File: config.mk
export PLATFORM = sky130hd
export DESIGN_NAME = ps2_host_tx_flat
export DESIGN_NICKNAME = d
export VERILOG_FILES = /design/src/rtl/ps2_host_tx_if.sv /design/src/rtl/ps2_host_tx.sv /design/src/flat_wrapper.sv
export SDC_FILE = /design/constraint.sdc
export NUM_CORES = 1
export LEC_CHECK = 0
export ABC_AREA = 1
export CORE_MARGIN = 5
export CORE_UTILIZATION = 66
export CTS_BUF_LIST = sky130_fd_sc_hd__clkbuf_8
export DETAILED_ROUTE_END_ITERATION = 6
export PLACE_DENSITY = 0.95
export SYNTH_ARGS = -nofsm -noshare
export SYNTH_HDL_FRONTEND = slang
export SYNTH_SLANG_ARGS = --single-unit
File: constraint.sdc
create_clock -name clk -period 3.2 [get_ports clk]
set_input_delay 0.48 -clock clk [delete_from_list [all_inputs] [get_ports clk]]
set_output_delay 0.48 -clock clk [all_outputs]
set_load 0.02 [all_outputs]
File: src/rtl/ps2_host_tx_if.sv
// ps2_host_tx_if: CPU-side byte port of the PS/2 host transmitter.
// Ports: tx_data/tx_valid from the CPU; tx_ready/busy/tx_done/tx_err back to the CPU and receiver.
// master = CPU/MMIO side, slave = transmitter side.
interface ps2_host_tx_if;
  logic [7:0] tx_data;
  logic       tx_valid;
  logic       tx_ready;
  logic       busy;
  logic       tx_done;
  logic       tx_err;

  modport master (
    output tx_data, tx_valid,
    input  tx_ready, busy, tx_done, tx_err
  );

  modport slave (
    input  tx_data, tx_valid,
    output tx_ready, busy, tx_done, tx_err
  );
endinterface

File: src/rtl/ps2_host_tx.sv
// ps2_host_tx: PS/2 host-to-device command transmitter (inhibit, request-to-send, 11-clock frame, ack).
// Latency: INHIBIT_CYCLES + 1 cycles of clock inhibit, then 11 device clocks; tx_done/tx_err is a one-cycle pulse.
// Backpressure: tx_ready is high only in IDLE; tx_valid is ignored while a frame is in flight.
// Ports: clk, clrn (async active-low); cpu (ps2_host_tx_if.slave): tx_data/tx_valid in,
//   tx_ready/busy/tx_done/tx_err out; ps2_clk_in/ps2_data_in raw pin levels; ps2_clk_oe/ps2_data_oe pull lines low.
// Optional: define PS2_TX_ACK_CHECK_EN to require the device ack (data low at the 11th clock fall).
module ps2_host_tx #(
  parameter int INHIBIT_CYCLES = 6000,
  parameter int TIMEOUT_CYCLES = 750000
) (
  input  logic         clk,
  input  logic         clrn,
  ps2_host_tx_if.slave cpu,
  input  logic         ps2_clk_in,
  input  logic         ps2_data_in,
  output logic         ps2_clk_oe,
  output logic         ps2_data_oe
);

  // One counter serves both the inhibit interval and the inter-fall timeout.
  localparam int CNT_MAX = (TIMEOUT_CYCLES > INHIBIT_CYCLES) ? TIMEOUT_CYCLES : INHIBIT_CYCLES;
  localparam int CNT_W   = $clog2(CNT_MAX + 1);
  localparam logic [CNT_W-1:0] INH_LAST  = CNT_W'(INHIBIT_CYCLES - 1);
  localparam logic [CNT_W-1:0] TMO_LIMIT = CNT_W'(TIMEOUT_CYCLES);

`ifdef PS2_TX_ACK_CHECK_EN
  localparam bit ACK_CHECK = 1'b1;
`else
  localparam bit ACK_CHECK = 1'b0;
`endif

  typedef enum logic [2:0] {
    S_IDLE, S_INHIBIT, S_REQ, S_SHIFT, S_ACK, S_WAIT_IDLE
  } state_t;

  state_t           r_state, w_state_nxt;
  logic [CNT_W-1:0] r_cnt, w_cnt_nxt;
  logic [8:0]       r_shift, w_shift_nxt;
  logic [3:0]       r_bitcnt, w_bitcnt_nxt;
  logic             r_ack_ok, w_ack_ok_nxt;
  logic             r_clk_oe, w_clk_oe_nxt;
  logic             r_data_oe, w_data_oe_nxt;
  logic             r_clk_s1, r_clk_s2, r_clk_prev;
  logic             r_data_s1, r_data_s2;
  logic             w_fall, w_tmo, w_done, w_err;

  // Pin synchronizers; idle bus level is high, so reset to 1 to avoid a phantom fall.
  always_ff @(posedge clk or negedge clrn) begin
    if (!clrn) begin
      r_clk_s1   <= 1'b1;
      r_clk_s2   <= 1'b1;
      r_clk_prev <= 1'b1;
      r_data_s1  <= 1'b1;
      r_data_s2  <= 1'b1;
    end else begin
      r_clk_s1   <= ps2_clk_in;
      r_clk_s2   <= r_clk_s1;
      r_clk_prev <= r_clk_s2;
      r_data_s1  <= ps2_data_in;
      r_data_s2  <= r_data_s1;
    end
  end

  assign w_fall = r_clk_prev & ~r_clk_s2;
  assign w_tmo  = (r_cnt == TMO_LIMIT);

  always_ff @(posedge clk or negedge clrn) begin
    if (!clrn) begin
      r_state   <= S_IDLE;
      r_cnt     <= '0;
      r_shift   <= '0;
      r_bitcnt  <= '0;
      r_ack_ok  <= 1'b0;
      r_clk_oe  <= 1'b0;
      r_data_oe <= 1'b0;
    end else begin
      r_state   <= w_state_nxt;
      r_cnt     <= w_cnt_nxt;
      r_shift   <= w_shift_nxt;
      r_bitcnt  <= w_bitcnt_nxt;
      r_ack_ok  <= w_ack_ok_nxt;
      r_clk_oe  <= w_clk_oe_nxt;
      r_data_oe <= w_data_oe_nxt;
    end
  end

  // The oe registers are loaded with the level belonging to the next state,
  // so the pins change exactly with the state and never glitch.
  always_comb begin
    w_state_nxt   = r_state;
    w_cnt_nxt     = r_cnt;
    w_shift_nxt   = r_shift;
    w_bitcnt_nxt  = r_bitcnt;
    w_ack_ok_nxt  = r_ack_ok;
    w_clk_oe_nxt  = 1'b0;
    w_data_oe_nxt = 1'b0;
    w_done        = 1'b0;
    w_err         = 1'b0;

    case (r_state)
      S_IDLE: begin
        w_cnt_nxt = '0;
        if (cpu.tx_valid) begin
          w_state_nxt  = S_INHIBIT;
          w_shift_nxt  = {~^cpu.tx_data, cpu.tx_data};
          w_bitcnt_nxt = '0;
          w_ack_ok_nxt = 1'b0;
          w_clk_oe_nxt = 1'b1;
        end
      end

      S_INHIBIT: begin
        w_clk_oe_nxt = 1'b1;
        if (r_cnt == INH_LAST) begin
          w_state_nxt   = S_REQ;
          w_cnt_nxt     = '0;
          w_data_oe_nxt = 1'b1;
        end else begin
          w_cnt_nxt = r_cnt + 1'b1;
        end
      end

      // One cycle with data already low and clock still held, then release clock.
      S_REQ: begin
        w_state_nxt   = S_SHIFT;
        w_cnt_nxt     = '0;
        w_bitcnt_nxt  = '0;
        w_data_oe_nxt = 1'b1;
      end

      S_SHIFT: begin
        w_data_oe_nxt = r_data_oe;
        if (w_tmo) begin
          w_err         = 1'b1;
          w_state_nxt   = S_IDLE;
          w_cnt_nxt     = '0;
          w_data_oe_nxt = 1'b0;
        end else if (w_fall) begin
          w_cnt_nxt    = '0;
          w_bitcnt_nxt = r_bitcnt + 4'd1;
          if (r_bitcnt == 4'd9) begin
            // Tenth fall: release data for the stop bit.
            w_data_oe_nxt = 1'b0;
            w_state_nxt   = S_ACK;
          end else begin
            // Falls 1..9: d0..d7 then parity, LSB first out of the shifter.
            w_data_oe_nxt = ~r_shift[0];
            w_shift_nxt   = {1'b0, r_shift[8:1]};
          end
        end else begin
          w_cnt_nxt = r_cnt + 1'b1;
        end
      end

      S_ACK: begin
        if (w_tmo) begin
          w_err       = 1'b1;
          w_state_nxt = S_IDLE;
          w_cnt_nxt   = '0;
        end else if (w_fall) begin
          w_ack_ok_nxt = ~r_data_s2;
          w_cnt_nxt    = '0;
          w_state_nxt  = S_WAIT_IDLE;
        end else begin
          w_cnt_nxt = r_cnt + 1'b1;
        end
      end

      S_WAIT_IDLE: begin
        if (w_tmo) begin
          w_err       = 1'b1;
          w_state_nxt = S_IDLE;
          w_cnt_nxt   = '0;
        end else if (r_clk_s2 && r_data_s2) begin
          w_state_nxt = S_IDLE;
          w_cnt_nxt   = '0;
          if (ACK_CHECK && !r_ack_ok) begin
            w_err = 1'b1;
          end else begin
            w_done = 1'b1;
          end
        end else if (w_fall) begin
          w_cnt_nxt = '0;
        end else begin
          w_cnt_nxt = r_cnt + 1'b1;
        end
      end

      default: begin
        w_state_nxt = S_IDLE;
        w_cnt_nxt   = '0;
      end
    endcase
  end

  assign cpu.tx_ready = (r_state == S_IDLE);
  assign cpu.busy     = (r_state != S_IDLE);
  assign cpu.tx_done  = w_done;
  assign cpu.tx_err   = w_err;
  assign ps2_clk_oe   = r_clk_oe;
  assign ps2_data_oe  = r_data_oe;

endmodule
File: src/flat_wrapper.sv
// flat-port wrapper written by rule: the top's interface ports become plain ports
module ps2_host_tx_flat 
#(
  parameter int INHIBIT_CYCLES = 6000,
  parameter int TIMEOUT_CYCLES = 750000
)
  (clk, clrn, ps2_clk_in, ps2_data_in, ps2_clk_oe, ps2_data_oe, cpu_tx_data, cpu_tx_valid, cpu_tx_ready, cpu_busy, cpu_tx_done, cpu_tx_err);
  ps2_host_tx_if cpu_i ();
  input  logic clk;
  input  logic clrn;
  input  logic ps2_clk_in;
  input  logic ps2_data_in;
  output logic ps2_clk_oe;
  output logic ps2_data_oe;
  input wire logic [$bits(cpu_i.tx_data)-1:0] cpu_tx_data;
  input wire logic [$bits(cpu_i.tx_valid)-1:0] cpu_tx_valid;
  output wire logic [$bits(cpu_i.tx_ready)-1:0] cpu_tx_ready;
  output wire logic [$bits(cpu_i.busy)-1:0] cpu_busy;
  output wire logic [$bits(cpu_i.tx_done)-1:0] cpu_tx_done;
  output wire logic [$bits(cpu_i.tx_err)-1:0] cpu_tx_err;
  assign cpu_i.tx_data = cpu_tx_data;
  assign cpu_i.tx_valid = cpu_tx_valid;
  assign cpu_tx_ready = cpu_i.tx_ready;
  assign cpu_busy = cpu_i.busy;
  assign cpu_tx_done = cpu_i.tx_done;
  assign cpu_tx_err = cpu_i.tx_err;
  ps2_host_tx #(.INHIBIT_CYCLES(INHIBIT_CYCLES), .TIMEOUT_CYCLES(TIMEOUT_CYCLES)) u_core (.clk(clk), .clrn(clrn), .cpu(cpu_i), .ps2_clk_in(ps2_clk_in), .ps2_data_in(ps2_data_in), .ps2_clk_oe(ps2_clk_oe), .ps2_data_oe(ps2_data_oe));
endmodule
Word-level counts from Yosys, hierarchy flattened
Index checks and enable logic that the tools add are counted.
- ROM bits: 0
- output and inout bits: 6
- bits in latches: 0
- register bits: 43
- memories: 0
- RAM bits: 0
- add/sub/neg operators: 2
- multiplexer cells: 37
- reductions and logical operators: 11
- bitwise operators: 3
- order comparisons: 0
- shifts and indexed selects: 0
- equal/unequal tests: 17
- $mul: 0
- divide/modulo/power cells: 0
- operators with widths (cell ; number):
    $mux 20 ; 5
    $pmux 20 s3 ; 1
    $mux 9 ; 4
    $mux 3 ; 9
    $add 20x1->20 const B ; 1
    $eq 20x13->1 const B ; 1
    $eq 20x20->1 const B ; 1
    $pmux 3 s6 ; 1
    $pmux 9 s2 ; 1
    $mux 4 ; 3
    $ne 3x1->1 const B ; 4
    $pmux 4 s3 ; 1
    $mux 1 ; 10
    $reduce_xnor 8->1 ; 1
    $eq 3x2->1 const B ; 2
    $eq 3x3->1 const B ; 2
    $ne 2x2->1 const B ; 3
    $reduce_and 6->1 ; 1
    $reduce_bool 3->1 ; 2
    $reduce_and 5->1 ; 1
    $add 4x1->4 const B ; 1
    $eq 4x4->1 const B ; 1
    $ne 2x1->1 const B ; 2
    $reduce_and 4->1 ; 1
    10 further kinds ; 11

Depth between registers and ports, before layout
- word-level depth: 6
- mapped depth: 13
- depth with buffers taken out: 13

Worst setup path after synthesis
Ideal clock, no wire load.
- path kind: register to output
- start: register u_core.r_cnt[0]
- end: output cpu_tx_err
- arrival time: 1401 ps
- required time: 2720 ps
- stages on the path, launching flop included: 9
- path buffers: 0
- path slack: 1319 ps
- cell sequence: dfrtp_1 -> inv_1 -> ha_1 -> nand2_1 -> clkinv_1 -> nand2_1 -> nor2_2 -> nand3_4 -> a31oi_1
- longest elaborated chain between the ends: 3
- ends and longest elaborated chain (what ; RTL line ; RTL):
    start, declared ; ps2_host_tx.sv:37 ; logic [CNT_W-1:0] r_cnt, w_cnt_nxt;
    start signal, assigned ; ps2_host_tx.sv:78 ; r_cnt <= w_cnt_nxt;
    $eq 20x20->1 ; ps2_host_tx.sv:65 ; assign w_tmo = (r_cnt == TMO_LIMIT);
    $mux 1 ; ps2_host_tx.sv:133, ps2_host_tx.sv:156, ps2_host_tx.sv:170 ;
    $mux 1 ; - ;
    end, declared ; flat_wrapper.sv:20 ; output wire logic [$bits(cpu_i.tx_err)-1:0] cpu_tx_err;
Every way passes these cells.

Final worst setup path
Ends and elaborated chain as after synthesis.

==> impl_metrics.yaml <==
status:
  run_status: "finished, final reports clean"
placed_design:
  port-buffer-count: 18
  place.gp.congestion: 0.901
  place_hpwl_mm: 3.93
  total_placed_instance_area_mm2: 0.00284
synth:
  synth_area_leader_cell: "dfrtp_1"
  yosysMostFrequentCell: "nand2_1"
  yosys_warnings: 0
  synth_area_mm2: 0.00265
  proportion_of_register_bits_with_asynchronous_set_or_reset_after_synthesis_pct: 100
  postSynthAreaPerCell_um2: 8.36
  synthTopCellsByArea: "dfrtp_1 36%, nand2_1 9.3%, dfstp_2 5.0%"
  synth-seq-area-share_pct: 40.8
  synth_ff_type: "dfrtp_1"
  synth_commonest_cells: "66 x nand2_1, 38 x dfrtp_1, 34 x inv_1"
  postSynthNetCount: 334
  post-synth-top-area-fraction_pct: 35.9
  synth-edff-count: 0
  synth.lib_cells_used.distinct: 36
  netlist_instances: 317
  yosys_register_bits: 43
route:
  post_drt_wl_per_cell_um: 14.1
  detailedRoute.firstPassIterationCount: 4
  vias: 2085
  postRouteAntennaNets: 0
  totalWireLength_mm: 5.47
  detail_route.iter0.violations: 236
  routed_via_density: 5.36
  drt_drc_violations_left: 0
cts:
  cts_made_buffers: 5
  htreeDepth: 2
  holdBufCountCts: 0
  clk_root_buffer_cell: "clkbuf_8"
  max-clock-path-buffers: 2
  cts.sinks: 43
  postCtsResizedCells: 0
  cts_tree: "done"
  cts.clk_slew.worst_paths_ps: 80
  postCtsSetupRepairBufs: 0
  worst_skew_pair.late_latency_ps: 310
pwr:
  power_per_cell_area_mw_per_mm2: 334
  leakage_power_of_the_design_nw: 1.41
  ir_drop_v: 0.000386
cells_and_area:
  drive_above_1_share_pct: 20.1
  utilization_pct: 74.5
  finish.instance_area_mm2: 0.00294
  synthToLayoutAreaGrowth_pct: 10.7
  antenna_cells_inserted: 0
  design.final.nets: 355
worst_setup_path:
  worst_setup_path_end_kind: "primary output"
  timing.critical_path.slowest_cell_delay_ps: 640
  timing.critical_path.arrival_ps: 2230
  path_max_fanout: 8
  cpMostUsedCell: "nand2_1"
  crit_type: "flop to primary output"
  slowest_stage_cell_cp: "clkdlybuf4s50_1"
  worst_path_cell_chain: "inv_1 -> ha_1 -> nand2_1 -> clkinv_1 -> nand2_1 -> nor2_2 -> nand3_4 -> a31oi_1 -> clkdlybuf4s50_1"
  worst_ep_required_time_ps: 2720
  start_kind: "flop"
sta:
  timing.final.hold_violations: 0
  final_max_slew_violation_count: 0
  finalClockSkew_ps: 6.93
  fin_tns_setup_ps: 0
  slew_at_the_pin_with_the_worst_max_slew_slack_ps: 928
  clock.fmax_mhz: 370
  fin_crit_sh_pct: 84.5
  period_minus_ws_final_ps: 2710
  relSlewSlack_pct: 38.2
  setup_viol: 0
  grt_setup_unrepaired: "no"
global_route:
  antenna_found_initial: 0
  wire_length_of_the_first_global_routing_pass_mm: 9.65
  grt.busiest_layer: "met2"
  use_met2_pct: 39.5
  met1_global_route_usage_pct: 30.0
  groute.usage.overall_pct: 23.2
  global_route.usage.met3_pct: 4.38
  grt_overflow: 0
  grt_max_degree: 44
  vias_in_the_first_global_route: 2117
floorplanning:
  io_pins: 19
  die_height_um: 73.4
  die_w_um: 73.4
  floorplan.die_area_mm2: 0.00538
  initial_core_util_pct: 67.2
  core_mm2: 0.00394
  row_count: 23
hold_path:
  holdCritPathClass: "primary input to asynchronous set/reset pin"
run:
  maxCapViolations: 0
-- critical path, delay by kind of cell (launching register included) --
kind | cells | cell delay [ps]
buf+inv | 3 | 770
flops | 1 | 440
simple gates | 4 | 370
compound gates | 1 | 200
fa+ha+maj | 1 | 160
-- metal layers --
layer / part of all wire [%] / vias to the layer above
met1: 43 / 971
met2: 50 / 54
met5: 0 / -
met3: 4.5 / 17
li1: - / 1043
met4: 2.3 / 0
-- cells in the final DEF (no fill, tap or decap), drive strengths merged --
cell,instances
clkinv,3
ha,4
inv,40
a21oi,4
dfrtp,38
dfstp,5
nand3b,1
a211oi,1
nand4,5
o21ai,15
o211ai,1
or2,5
clkdlybuf4s50,17
xnor2,5
nand3,25
a31oi,2
nand2,79
nor2,48
clkbuf,6
mux2i,8
clkinvlp,1
xor2,11
nor3,14
buf,1
-- where the power goes --
group	internal [mW]	switching, mW	total, mW	leakage, nW
clock	0.176	0.202	0.378	0.0474
sequential	0.549	0.00163	0.550	0.559
combinational	0.0239	0.0282	0.0521	0.799
-- final timing paths --
| check | cells after the start | end | slack [ps] | startpoint |
|---|---|---|---|---|
| min | 1 | u_core.r_cnt[4] | 310 | clrn |
| min reg2reg | 0 | u_core.r_clk_s2 | 360 | u_core.r_clk_s1 |
| max reg2reg | 8 | u_core.r_cnt[19] | 1270 | u_core.r_cnt[0] |
| max | 9 | cpu_tx_err | 490 | u_core.r_cnt[0] |
| max in group asynchronous | 1 | u_core.r_cnt[14] | 2320 | clrn |
| min in group clk | 0 | u_core.r_clk_s2 | 360 | u_core.r_clk_s1 |
-- logic make-up (layout without fill, tap and decap cells) --
group | count (synthesis) | count (layout) | synth area share (%)
flops | 43 | 43 | 40.8
fa+ha+maj | 4 | 4 | 1.89
buf+inv | 46 | 68 | 8.31
simple gates | 177 | 177 | 34.7
mux | 8 | 8 | 3.02
xor+xnor | 16 | 16 | 5.29
compound gates | 23 | 23 | 5.95
-- per-stage QoR --
stage                     cells  power (mW)  hold slack, ps  setup WS (ps)
after global routing        389        1.02             367            344
after floorplan             317       0.581             184           1320
after CTS                   389       0.985             344            476
after global placement      381       0.609             345            843
after detailed placement    381       0.612             350            819
final                       389       0.980             307            495
-- layout make-up --
type                       instances  area, um^2
clock inverter                     2        16.3
clock buffer                       6        82.6
fill                             272        1010
tap                               50        62.6
sequential                        43        1080
multi-input combinational        228        1350
inverter                          42         168
timing repair buffer              18         175
-- state kept, by name, summed over array words and instances, names as in the netlist --
register            flops
u_core.r_bitcnt         4
u_core.r_clk_s2         1
u_core.r_state          3
u_core.ps2_clk_oe       1
u_core.r_data_s2        1
u_core.r_clk_s1         1
u_core.r_shift          9
u_core.r_cnt           20
u_core.ps2_data_oe      1
u_core.r_clk_prev       1
u_core.r_data_s1        1
(Power assumes the default switching activity.)
